<file path="src/rtl/uart_rx_frame_ctrl_if.sv">
// rtl/uart_rx_frame_ctrl_if.sv - signal bundle between the UART receive frame controller and its environment
//
// Purpose: groups the line, configuration, sampler handshake and frame result
// signals of uart_rx_frame_ctrl so they travel as one port.
//
// Signals:
//   RX_In        serial line, idle high (already synchronized)
//   Prescale     oversampling ratio (8, 16 or 32), static during a frame
//   PAR_EN       parity bit present between data and stop
//   PAR_TYP      0 = even parity, 1 = odd parity
//   Sampled_Bit  majority-voted bit from the sampler
//   Data_Samp_En sampler enable, high while a frame is being received
//   Edge_Cnt     oversampling tick inside the current bit
//   P_DATA       last good received byte
//   Data_Valid   one-cycle pulse, good frame
//   Par_Err      one-cycle pulse, parity mismatch
//   Stp_Err      one-cycle pulse, stop bit sampled low
//
// Modports:
//   master  drives line/configuration/sampler, observes results
//   slave   the frame controller itself

interface uart_rx_frame_ctrl_if #(
  parameter int Prescale_Width = 6,
  parameter int Data_Width     = 8
) ();

  logic                      RX_In;
  logic [Prescale_Width-1:0] Prescale;
  logic                      PAR_EN;
  logic                      PAR_TYP;
  logic                      Sampled_Bit;
  logic                      Data_Samp_En;
  logic [Prescale_Width-1:0] Edge_Cnt;
  logic [Data_Width-1:0]     P_DATA;
  logic                      Data_Valid;
  logic                      Par_Err;
  logic                      Stp_Err;

  modport master (
    output RX_In,
    output Prescale,
    output PAR_EN,
    output PAR_TYP,
    output Sampled_Bit,
    input  Data_Samp_En,
    input  Edge_Cnt,
    input  P_DATA,
    input  Data_Valid,
    input  Par_Err,
    input  Stp_Err
  );

  modport slave (
    input  RX_In,
    input  Prescale,
    input  PAR_EN,
    input  PAR_TYP,
    input  Sampled_Bit,
    output Data_Samp_En,
    output Edge_Cnt,
    output P_DATA,
    output Data_Valid,
    output Par_Err,
    output Stp_Err
  );

endinterface

</file>
<file path="src/rtl/uart_rx_frame_ctrl.sv">
// rtl/uart_rx_frame_ctrl.sv - UART receive frame controller: start detect, bit timing, deserialize, parity/stop check
//
// Purpose: detects the start edge on RX_In, runs the per-bit oversampling tick
// counter that times the majority-vote sampler, shifts in the voted data bits
// LSB-first, checks the optional parity bit and the stop bit, and reports the
// frame outcome with one-cycle pulses.
//
// Ports:
//   clk   receiver oversampling clock
//   rst   synchronous active-low reset
//   bus   uart_rx_frame_ctrl_if.slave
//           in : RX_In, Prescale, PAR_EN, PAR_TYP, Sampled_Bit
//           out: Data_Samp_En, Edge_Cnt, P_DATA, Data_Valid, Par_Err, Stp_Err
//
// All outputs are registered.

module uart_rx_frame_ctrl #(
  parameter int Prescale_Width = 6,
  parameter int Data_Width     = 8
) (
  input  logic                  clk,
  input  logic                  rst,
  uart_rx_frame_ctrl_if.slave   bus
);

  localparam int BitCntWidth = $clog2(Data_Width + 1);

  typedef enum logic [2:0] {
    IDLE   = 3'd0,
    START  = 3'd1,
    DATA   = 3'd2,
    PARITY = 3'd3,
    STOP   = 3'd4
  } state_t;

  state_t                    r_state;
  logic [Prescale_Width-1:0] r_edge_cnt;
  logic [BitCntWidth-1:0]    r_bit_cnt;
  logic [Data_Width-1:0]     r_shift;
  logic [Data_Width-1:0]     r_p_data;
  logic                      r_samp_en;
  logic                      r_data_valid;
  logic                      r_par_err;
  logic                      r_stp_err;
  // Remembers a parity failure until the stop bit decides the frame outcome.
  logic                      r_par_bad;

  logic [Prescale_Width-1:0] w_last_tick;
  logic                      w_bit_end;
  logic [Prescale_Width-1:0] w_edge_next;
  logic                      w_par_exp;
  logic                      w_last_data_bit;

  assign w_last_tick = bus.Prescale - Prescale_Width'(1);

  // ">=" rather than "==" so an illegal or changed Prescale can never leave
  // the counter above its wrap point and stall the frame.
  assign w_bit_end   = (r_edge_cnt >= w_last_tick);
  assign w_edge_next = w_bit_end ? '0 : r_edge_cnt + Prescale_Width'(1);

  assign w_par_exp       = (^r_shift) ^ bus.PAR_TYP;
  assign w_last_data_bit = (r_bit_cnt == BitCntWidth'(Data_Width - 1));

  always_ff @(posedge clk) begin
    if (!rst) begin
      r_state      <= IDLE;
      r_edge_cnt   <= '0;
      r_bit_cnt    <= '0;
      r_shift      <= '0;
      r_p_data     <= '0;
      r_samp_en    <= 1'b0;
      r_data_valid <= 1'b0;
      r_par_err    <= 1'b0;
      r_stp_err    <= 1'b0;
      r_par_bad    <= 1'b0;
    end else begin
      // Result flags are single-cycle pulses.
      r_data_valid <= 1'b0;
      r_par_err    <= 1'b0;
      r_stp_err    <= 1'b0;

      case (r_state)
        IDLE: begin
          r_edge_cnt <= '0;
          if (!bus.RX_In) begin
            r_state   <= START;
            r_samp_en <= 1'b1;
          end else begin
            r_samp_en <= 1'b0;
          end
        end

        START: begin
          r_edge_cnt <= w_edge_next;
          if (w_bit_end) begin
            if (!bus.Sampled_Bit) begin
              r_state   <= DATA;
              r_bit_cnt <= '0;
              r_par_bad <= 1'b0;
            end else begin
              // Start bit did not hold low: treat as line glitch, no error.
              r_state   <= IDLE;
              r_samp_en <= 1'b0;
            end
          end
        end

        DATA: begin
          r_edge_cnt <= w_edge_next;
          if (w_bit_end) begin
            // Insert at the MSB so the first received bit ends at bit 0.
            r_shift   <= {bus.Sampled_Bit, r_shift[Data_Width-1:1]};
            r_bit_cnt <= r_bit_cnt + BitCntWidth'(1);
            if (w_last_data_bit) begin
              r_state <= bus.PAR_EN ? PARITY : STOP;
            end
          end
        end

        PARITY: begin
          r_edge_cnt <= w_edge_next;
          if (w_bit_end) begin
            if (bus.Sampled_Bit != w_par_exp) begin
              r_par_err <= 1'b1;
              r_par_bad <= 1'b1;
            end
            r_state <= STOP;
          end
        end

        STOP: begin
          r_edge_cnt <= w_edge_next;
          if (w_bit_end) begin
            r_state   <= IDLE;
            r_samp_en <= 1'b0;
            if (!bus.Sampled_Bit) begin
              r_stp_err <= 1'b1;
            end else if (!r_par_bad) begin
              r_data_valid <= 1'b1;
              r_p_data     <= r_shift;
            end
          end
        end

        default: begin
          r_state    <= IDLE;
          r_edge_cnt <= '0;
          r_samp_en  <= 1'b0;
        end
      endcase
    end
  end

  assign bus.Data_Samp_En = r_samp_en;
  assign bus.Edge_Cnt     = r_edge_cnt;
  assign bus.P_DATA       = r_p_data;
  assign bus.Data_Valid   = r_data_valid;
  assign bus.Par_Err      = r_par_err;
  assign bus.Stp_Err      = r_stp_err;

endmodule

</file>
<file path="src/flat_wrapper.sv">
// flat-port wrapper written by rule: the top's interface ports become plain ports
module uart_rx_frame_ctrl_flat 
#(
  parameter int Prescale_Width = 6,
  parameter int Data_Width     = 8
)
  (clk, rst, bus_RX_In, bus_Prescale, bus_PAR_EN, bus_PAR_TYP, bus_Sampled_Bit, bus_Data_Samp_En, bus_Edge_Cnt, bus_P_DATA, bus_Data_Valid, bus_Par_Err, bus_Stp_Err);
  uart_rx_frame_ctrl_if #(.Prescale_Width(Prescale_Width), .Data_Width(Data_Width)) bus_i ();
  input  logic clk;
  input  logic rst;
  input wire logic [$bits(bus_i.RX_In)-1:0] bus_RX_In;
  input wire logic [$bits(bus_i.Prescale)-1:0] bus_Prescale;
  input wire logic [$bits(bus_i.PAR_EN)-1:0] bus_PAR_EN;
  input wire logic [$bits(bus_i.PAR_TYP)-1:0] bus_PAR_TYP;
  input wire logic [$bits(bus_i.Sampled_Bit)-1:0] bus_Sampled_Bit;
  output wire logic [$bits(bus_i.Data_Samp_En)-1:0] bus_Data_Samp_En;
  output wire logic [$bits(bus_i.Edge_Cnt)-1:0] bus_Edge_Cnt;
  output wire logic [$bits(bus_i.P_DATA)-1:0] bus_P_DATA;
  output wire logic [$bits(bus_i.Data_Valid)-1:0] bus_Data_Valid;
  output wire logic [$bits(bus_i.Par_Err)-1:0] bus_Par_Err;
  output wire logic [$bits(bus_i.Stp_Err)-1:0] bus_Stp_Err;
  assign bus_i.RX_In = bus_RX_In;
  assign bus_i.Prescale = bus_Prescale;
  assign bus_i.PAR_EN = bus_PAR_EN;
  assign bus_i.PAR_TYP = bus_PAR_TYP;
  assign bus_i.Sampled_Bit = bus_Sampled_Bit;
  assign bus_Data_Samp_En = bus_i.Data_Samp_En;
  assign bus_Edge_Cnt = bus_i.Edge_Cnt;
  assign bus_P_DATA = bus_i.P_DATA;
  assign bus_Data_Valid = bus_i.Data_Valid;
  assign bus_Par_Err = bus_i.Par_Err;
  assign bus_Stp_Err = bus_i.Stp_Err;
  uart_rx_frame_ctrl #(.Prescale_Width(Prescale_Width), .Data_Width(Data_Width)) u_core (.clk(clk), .rst(rst), .bus(bus_i));
endmodule
</file>
<file path="config.mk">
export PLATFORM = sky130hd
export DESIGN_NAME = uart_rx_frame_ctrl_flat
export DESIGN_NICKNAME = d
export VERILOG_FILES = /design/src/rtl/uart_rx_frame_ctrl_if.sv /design/src/rtl/uart_rx_frame_ctrl.sv /design/src/flat_wrapper.sv
export SDC_FILE = /design/constraint.sdc
export NUM_CORES = 1
export LEC_CHECK = 0
export ABC_AREA = 1
export CAP_MARGIN = 30
export CORE_MARGIN = 1.5
export CORE_UTILIZATION = 50
export CTS_CLUSTER_DIAMETER = 30
export DETAILED_ROUTE_END_ITERATION = 6
export PLACE_DENSITY_LB_ADDON = 0.2
export SLEW_MARGIN = 20
export SYNTH_ARGS = -nofsm -noshare
export SYNTH_HDL_FRONTEND = slang
export SYNTH_SLANG_ARGS = --single-unit
</file>
<file path="constraint.sdc">
create_clock -name clk -period 4.9 [get_ports clk]
set_input_delay 0.98 -clock clk [delete_from_list [all_inputs] [get_ports clk]]
set_output_delay 0.98 -clock clk [all_outputs]
set_load 0.03 [all_outputs]
</file>
---- Word-level counts from Yosys, hierarchy flattened ----
Cells that the tools add are included.
operators by class
  divide/modulo/power cells ............... 0
  $mul .................................... 0
  eq/ne operators ......................... 15
  shift operators ......................... 0
  muxes and demuxes ....................... 26
  magnitude comparators ................... 1
  bitwise operators ....................... 5
  $add $sub $neg .......................... 3
  reduce and logical (&&, ||, !) cells .... 16
operator list
  kind                                                   count
  two-way mux 3 bit                                      7
  AND reduction 4 bit                                    4
  case mux 3 bit (5 select lines)                        1
  two-way mux 4 bit                                      3
  inequality test 2 x 1 -> 1 bit, second input constant  6
  two-way mux 1 bit                                      11
  case mux 4 bit (2 select lines)                        1
  XOR reduction 8 bit                                    1
  adder 6 x 1 -> 6 bit, second input constant            1
  equality test 3 x 2 -> 1 bit, second input constant    2
  >= comparator 6 bit                                    1
  inequality test 2 bit, second input constant           3
  AND reduction 3 bit                                    2
  AND reduction 6 bit                                    1
  subtractor 6 x 1 -> 6 bit, second input constant       1
  AND reduction 5 bit                                    1
  adder 4 x 1 -> 4 bit, second input constant            1
  equality test 4 x 3 -> 1 bit, second input constant    1
  inverter 1 bit                                         4
  case mux 1 bit (4 select lines)                        1
  nonzero test 2 bit                                     2
  OR reduction 4 bit                                     1
  equality test 3 x 1 -> 1 bit, second input constant    1
  equality test 3 bit, second input constant             1
  other kinds (8)                                        8
word-level totals
  RAM bits ................................ 0
  bits in read-only memories .............. 0
  memories kept ........................... 0
  register bits after elaboration ......... 34
  input port bits ......................... 12
  latch bits .............................. 0
  output and inout port bits .............. 18
  word-level logic and storage cells ...... 76

---- Longest topological paths before layout ----
  depth in word-level cells ............... 6
  gate-level depth with buffers ........... 15
  depth with buffers taken out ............ 15

---- Worst setup path after synthesis ----
No wires, ideal clock.
  path type ............................... in2reg
  start ................................... input port bus_Prescale[1]
  end ..................................... register u_core.r_p_data[6], in the netlist u_core.bus.P_DATA[6]
  path slack .............................. 2.221 ns
  library setup time ...................... 0.115 ns
  required time ........................... 4.785 ns
  arrival time ............................ 2.564 ns
  stages on the path ...................... 14
  path buffers ............................ 1
  path through ............................ nor2_1 nand2_1 nor3_1 xor2_1 inv_1 ha_1 nand2_2 a21oi_2 nor2_4 nand2_4 nand3_4 buf_6 o21ai_2 a21oi_2
between the ends
  longest elaborated chain between the ends .. 3
RTL lines
  what                           RTL line                   text
  from (decl)                    flat_wrapper.sv:12         input wire logic [$bits(bus_i.Prescale)-1:0] bus_Prescale;
  subtractor 6 x 1 -> 6 bit      uart_rx_frame_ctrl.sv:54   assign w_last_tick = bus.Prescale - Prescale_Width'(1);
  >= comparator 6 bit            uart_rx_frame_ctrl.sv:58   assign w_bit_end = (r_edge_cnt >= w_last_tick);
  AND reduction 4 bit (no line)  n/a
  to (signal assigned)           uart_rx_frame_ctrl.sv:140  r_p_data <= r_shift;
  to (decl)                      uart_rx_frame_ctrl.sv:40   logic [Data_Width-1:0] r_p_data;
No other way between the ends.
A chain may end at the register's enable or synchronous reset.

---- Final worst setup path ----
  start ................................... input port bus_Prescale[2]
  end ..................................... register u_core.r_shift[4]
between the ends
  longest elaborated chain between the ends .. 3
RTL lines
  what                           RTL line                   text
  subtractor 6 x 1 -> 6 bit      uart_rx_frame_ctrl.sv:54
  >= comparator 6 bit            uart_rx_frame_ctrl.sv:58
  AND reduction 2 bit (no line)  n/a
  to (signal assigned)           uart_rx_frame_ctrl.sv:112  r_shift <= {bus.Sampled_Bit, r_shift[Data_Width-1:1]};
  to (decl)                      uart_rx_frame_ctrl.sv:39   logic [Data_Width-1:0] r_shift;
No other way between the ends.

==> results.json <==
{
  "status": "complete, no violations",
  "synth_edf_count": 0,
  "slowest_delay_ns": 0.45,
  "relSlewSlack_pct": 43.01,
  "setup-violations-final": 0,
  "post_cts_buffers": 0,
  "path_common_cell": "nand2_4",
  "syn_area_um2": 1933,
  "cp_slowest_cell": "clkdlybuf4s50_1",
  "grt_max_degree": 24,
  "dieArea_um2": 4248,
  "cap_violations": 0,
  "crit_family": "simple AND/OR/NAND/NOR gates",
  "cts_tree": "done",
  "hold_violations": 0,
  "worstPathMaxFanout": 16,
  "avgSynthCellArea_um2": 7.213,
  "cts_hold_buf": 0,
  "drc": 0,
  "finalWorstSetupSlack_ns": 1.822,
  "syn_nets": 289,
  "pin_count": 30,
  "place_ws_ns": 1.546,
  "nets": 321,
  "routed_wl_mm": 3.924,
  "cts_buffer_depth": 2,
  "area_growth_pct": 23.62,
  "cts_buffers": 5,
  "final.period_utilization_pct": 62.82,
  "seq_area_frac_synth_pct": 35.21,
  "final_cell_area_um2": 2390,
  "ys.flop_type": "dfxtp_1",
  "clk_pin_slew_worst_paths_ns": 0.08,
  "grt_setup_unrepaired": "no",
  "globalplace.congestion": 0.8274,
  "antennaDiodeCount": 0,
  "cts.htree.levels": 2,
  "row_count": 22,
  "postSynthCellCount": 268,
  "antenna_found_initial": 0,
  "cts_resized": 0,
  "p_leak_uw": 0.001033,
  "cts_num_sinks": 34,
  "crit_buf_inv": 2,
  "synth_cell_type_count": 30,
  "worstPathArrival_ns": 3.29,
  "layout-drive-gt1-share_pct": 12.96,
  "gr-total-overflow": 0,
  "layout_common_cells": "nand2_1, inv_1, dfxtp_1",
  "fill_cells": 340,
  "ys_seq_elements": 34,
  "clock-root-buffer": "clkbuf_8",
  "start_util_pct": 52.41,
  "synth_warnings": 0,
  "ir_worst_vdd_uv": 217.9,
  "dr.pass1.iters": 4,
  "start_kind": "primary input",
  "wire_per_inst_um": 11.24,
  "path_cells": "clkdlybuf4s50_1, nor2_1, nand2_1, nor3_1, xor2_1, inv_1, ha_1, a21o_1, nor2_4, nand2_4, nand2_4, o21ai_0, a21oi_1",
  "drv_slew": 0,
  "vias": 1689,
  "required_ns": 5.12,
  "chipHeight_um": 65.18,
  "synth.area.top_cells": "dfxtp_1, nand2_1, inv_1",
  "die-width_um": 65.18,
  "insertion_delay_ns": 0.29,
  "drt_first_iter_violations": 78,
  "period_minus_slack_ns": 3.078,
  "power_density_nw_per_um2": 366.2,
  "timing.fmax_mhz": 324.9,
  "layout_commonest_cell": "nand2_1",
  "hp-class": "flip-flop to flip-flop",
  "clock_skew_ns": 0.006582,
  "portBuffers": 29,
  "place_hpwl_mm": 2.880,
  "crit_path_end_kind": "flip-flop",
  "path_class": "primary input to flip-flop",
  "track_usage_pct": 20.74,
  "synth_top_area_share_pct": 35.21,
  "async_flop_share_pct": 0,
  "grt_pass1_wl_mm": 6.699,
  "grt_pass1_vias": 1537,
  "core_um2": 3689,
  "detail_route.vias_per_cell": 4.840,
  "postPlaceCellArea_um2": 2252,
  "synth_area_leader_cell": "dfxtp_1",
  "final_antenna_net_count": 0,
  "tightestPinTransition_ns": 0.8522,
  "setup_tns_ns": 0
}
## worst paths after layout
path | startpoint | end | slack, ns | depth (start not counted)
worst min register to register | u_core.bus.P_DATA[5]$_SDFFE_PN0P_ | u_core.bus.P_DATA[5]$_SDFFE_PN0P_ | 0.45 | 2
worst max-delay path | bus_Prescale[2] | u_core.r_shift[4]$_SDFFE_PN0P_ | 1.82 | 13
worst max register to register | u_core.bus.Edge_Cnt[0]$_SDFF_PP0_ | u_core.r_shift[4]$_SDFFE_PN0P_ | 3.10 | 9
worst min-delay path | u_core.bus.P_DATA[5]$_SDFFE_PN0P_ | u_core.bus.P_DATA[5]$_SDFFE_PN0P_ | 0.45 | 2
## final cells by class
type	instances	area, um2	area share [%]
clock buffers	5	68.82	2.880
clock inverters	3	68.82	2.880
inverters	50	190.2	7.958
multi-input cells	180	1031	43.14
flip-flops and latches	34	680.7	28.48
well taps	48	60.06	2.513
repair buffers	29	290.3	12.15
## stage by stage
stage	instances	util, %	power [uW]	hold slack [ns]
2_1_floorplan	268	-	509.9	0.4352
3_3_place_gp	341	61.06	566.2	0.4373
3_5_place_dp	341	61.06	570.0	0.4386
4_1_cts	349	64.79	880.3	0.4503
5_1_grt	349	64.79	930.1	0.4728
6_report	349	64.79	875.0	0.4467
## Yosys cell counts, types with 5 or more instances
cell / instances
a21oi_1: 21
nand3_1: 14
inv_2: 6
o21ai_0: 14
dfxtp_1: 34
nand2_1: 54
xnor2_1: 5
a21oi_2: 6
ha_1: 9
nor2_1: 27
inv_1: 43
## logic make-up (layout without fill, tap and decap cells)
kind of cell	count (synthesis)	after routing	synth area share (%)
simple gates	113	113	27.44
xor+xnor	9	9	4.077
flops	34	34	35.21
buf+inv	54	87	11.46
compound gates	49	49	15.99
fa+ha+maj	9	9	5.825
## where the power goes
group	switching, uW	internal, uW
clock network	108	204
logic	160	90.1
registers	18.6	294
## tightest hold or removal path: stages (launching register included)
cell and delay (ns):
dfxtp_1 0.31, inv_1 0.05, a21oi_1 0.05
## state kept, by name (all words and copies together) (netlist names)
register and count:
u_core.bus.Data_Samp_En 1, u_core.bus.Data_Valid 1, u_core.bus.Edge_Cnt 6, u_core.bus.P_DATA 8, u_core.bus.Par_Err 1, u_core.bus.Stp_Err 1
u_core.r_bit_cnt 4, u_core.r_par_bad 1, u_core.r_shift 8, u_core.r_state 3
## metal layers
layer | routed length (um) | GRT usage (%) | vias up | part of all wire [%]
met3 | 142 | 6.336 | 8 | 3.6
met4 | 64 | 7.031 | 0 | 1.6
met2 | 1805 | 33.16 | 28 | 46
met1 | 1911 | 26.55 | 748 | 49
li1 | - | - | 905 | -
met5 | 0 | 0 | - | 0
Note: power is estimated with default switching activity, not from simulation.
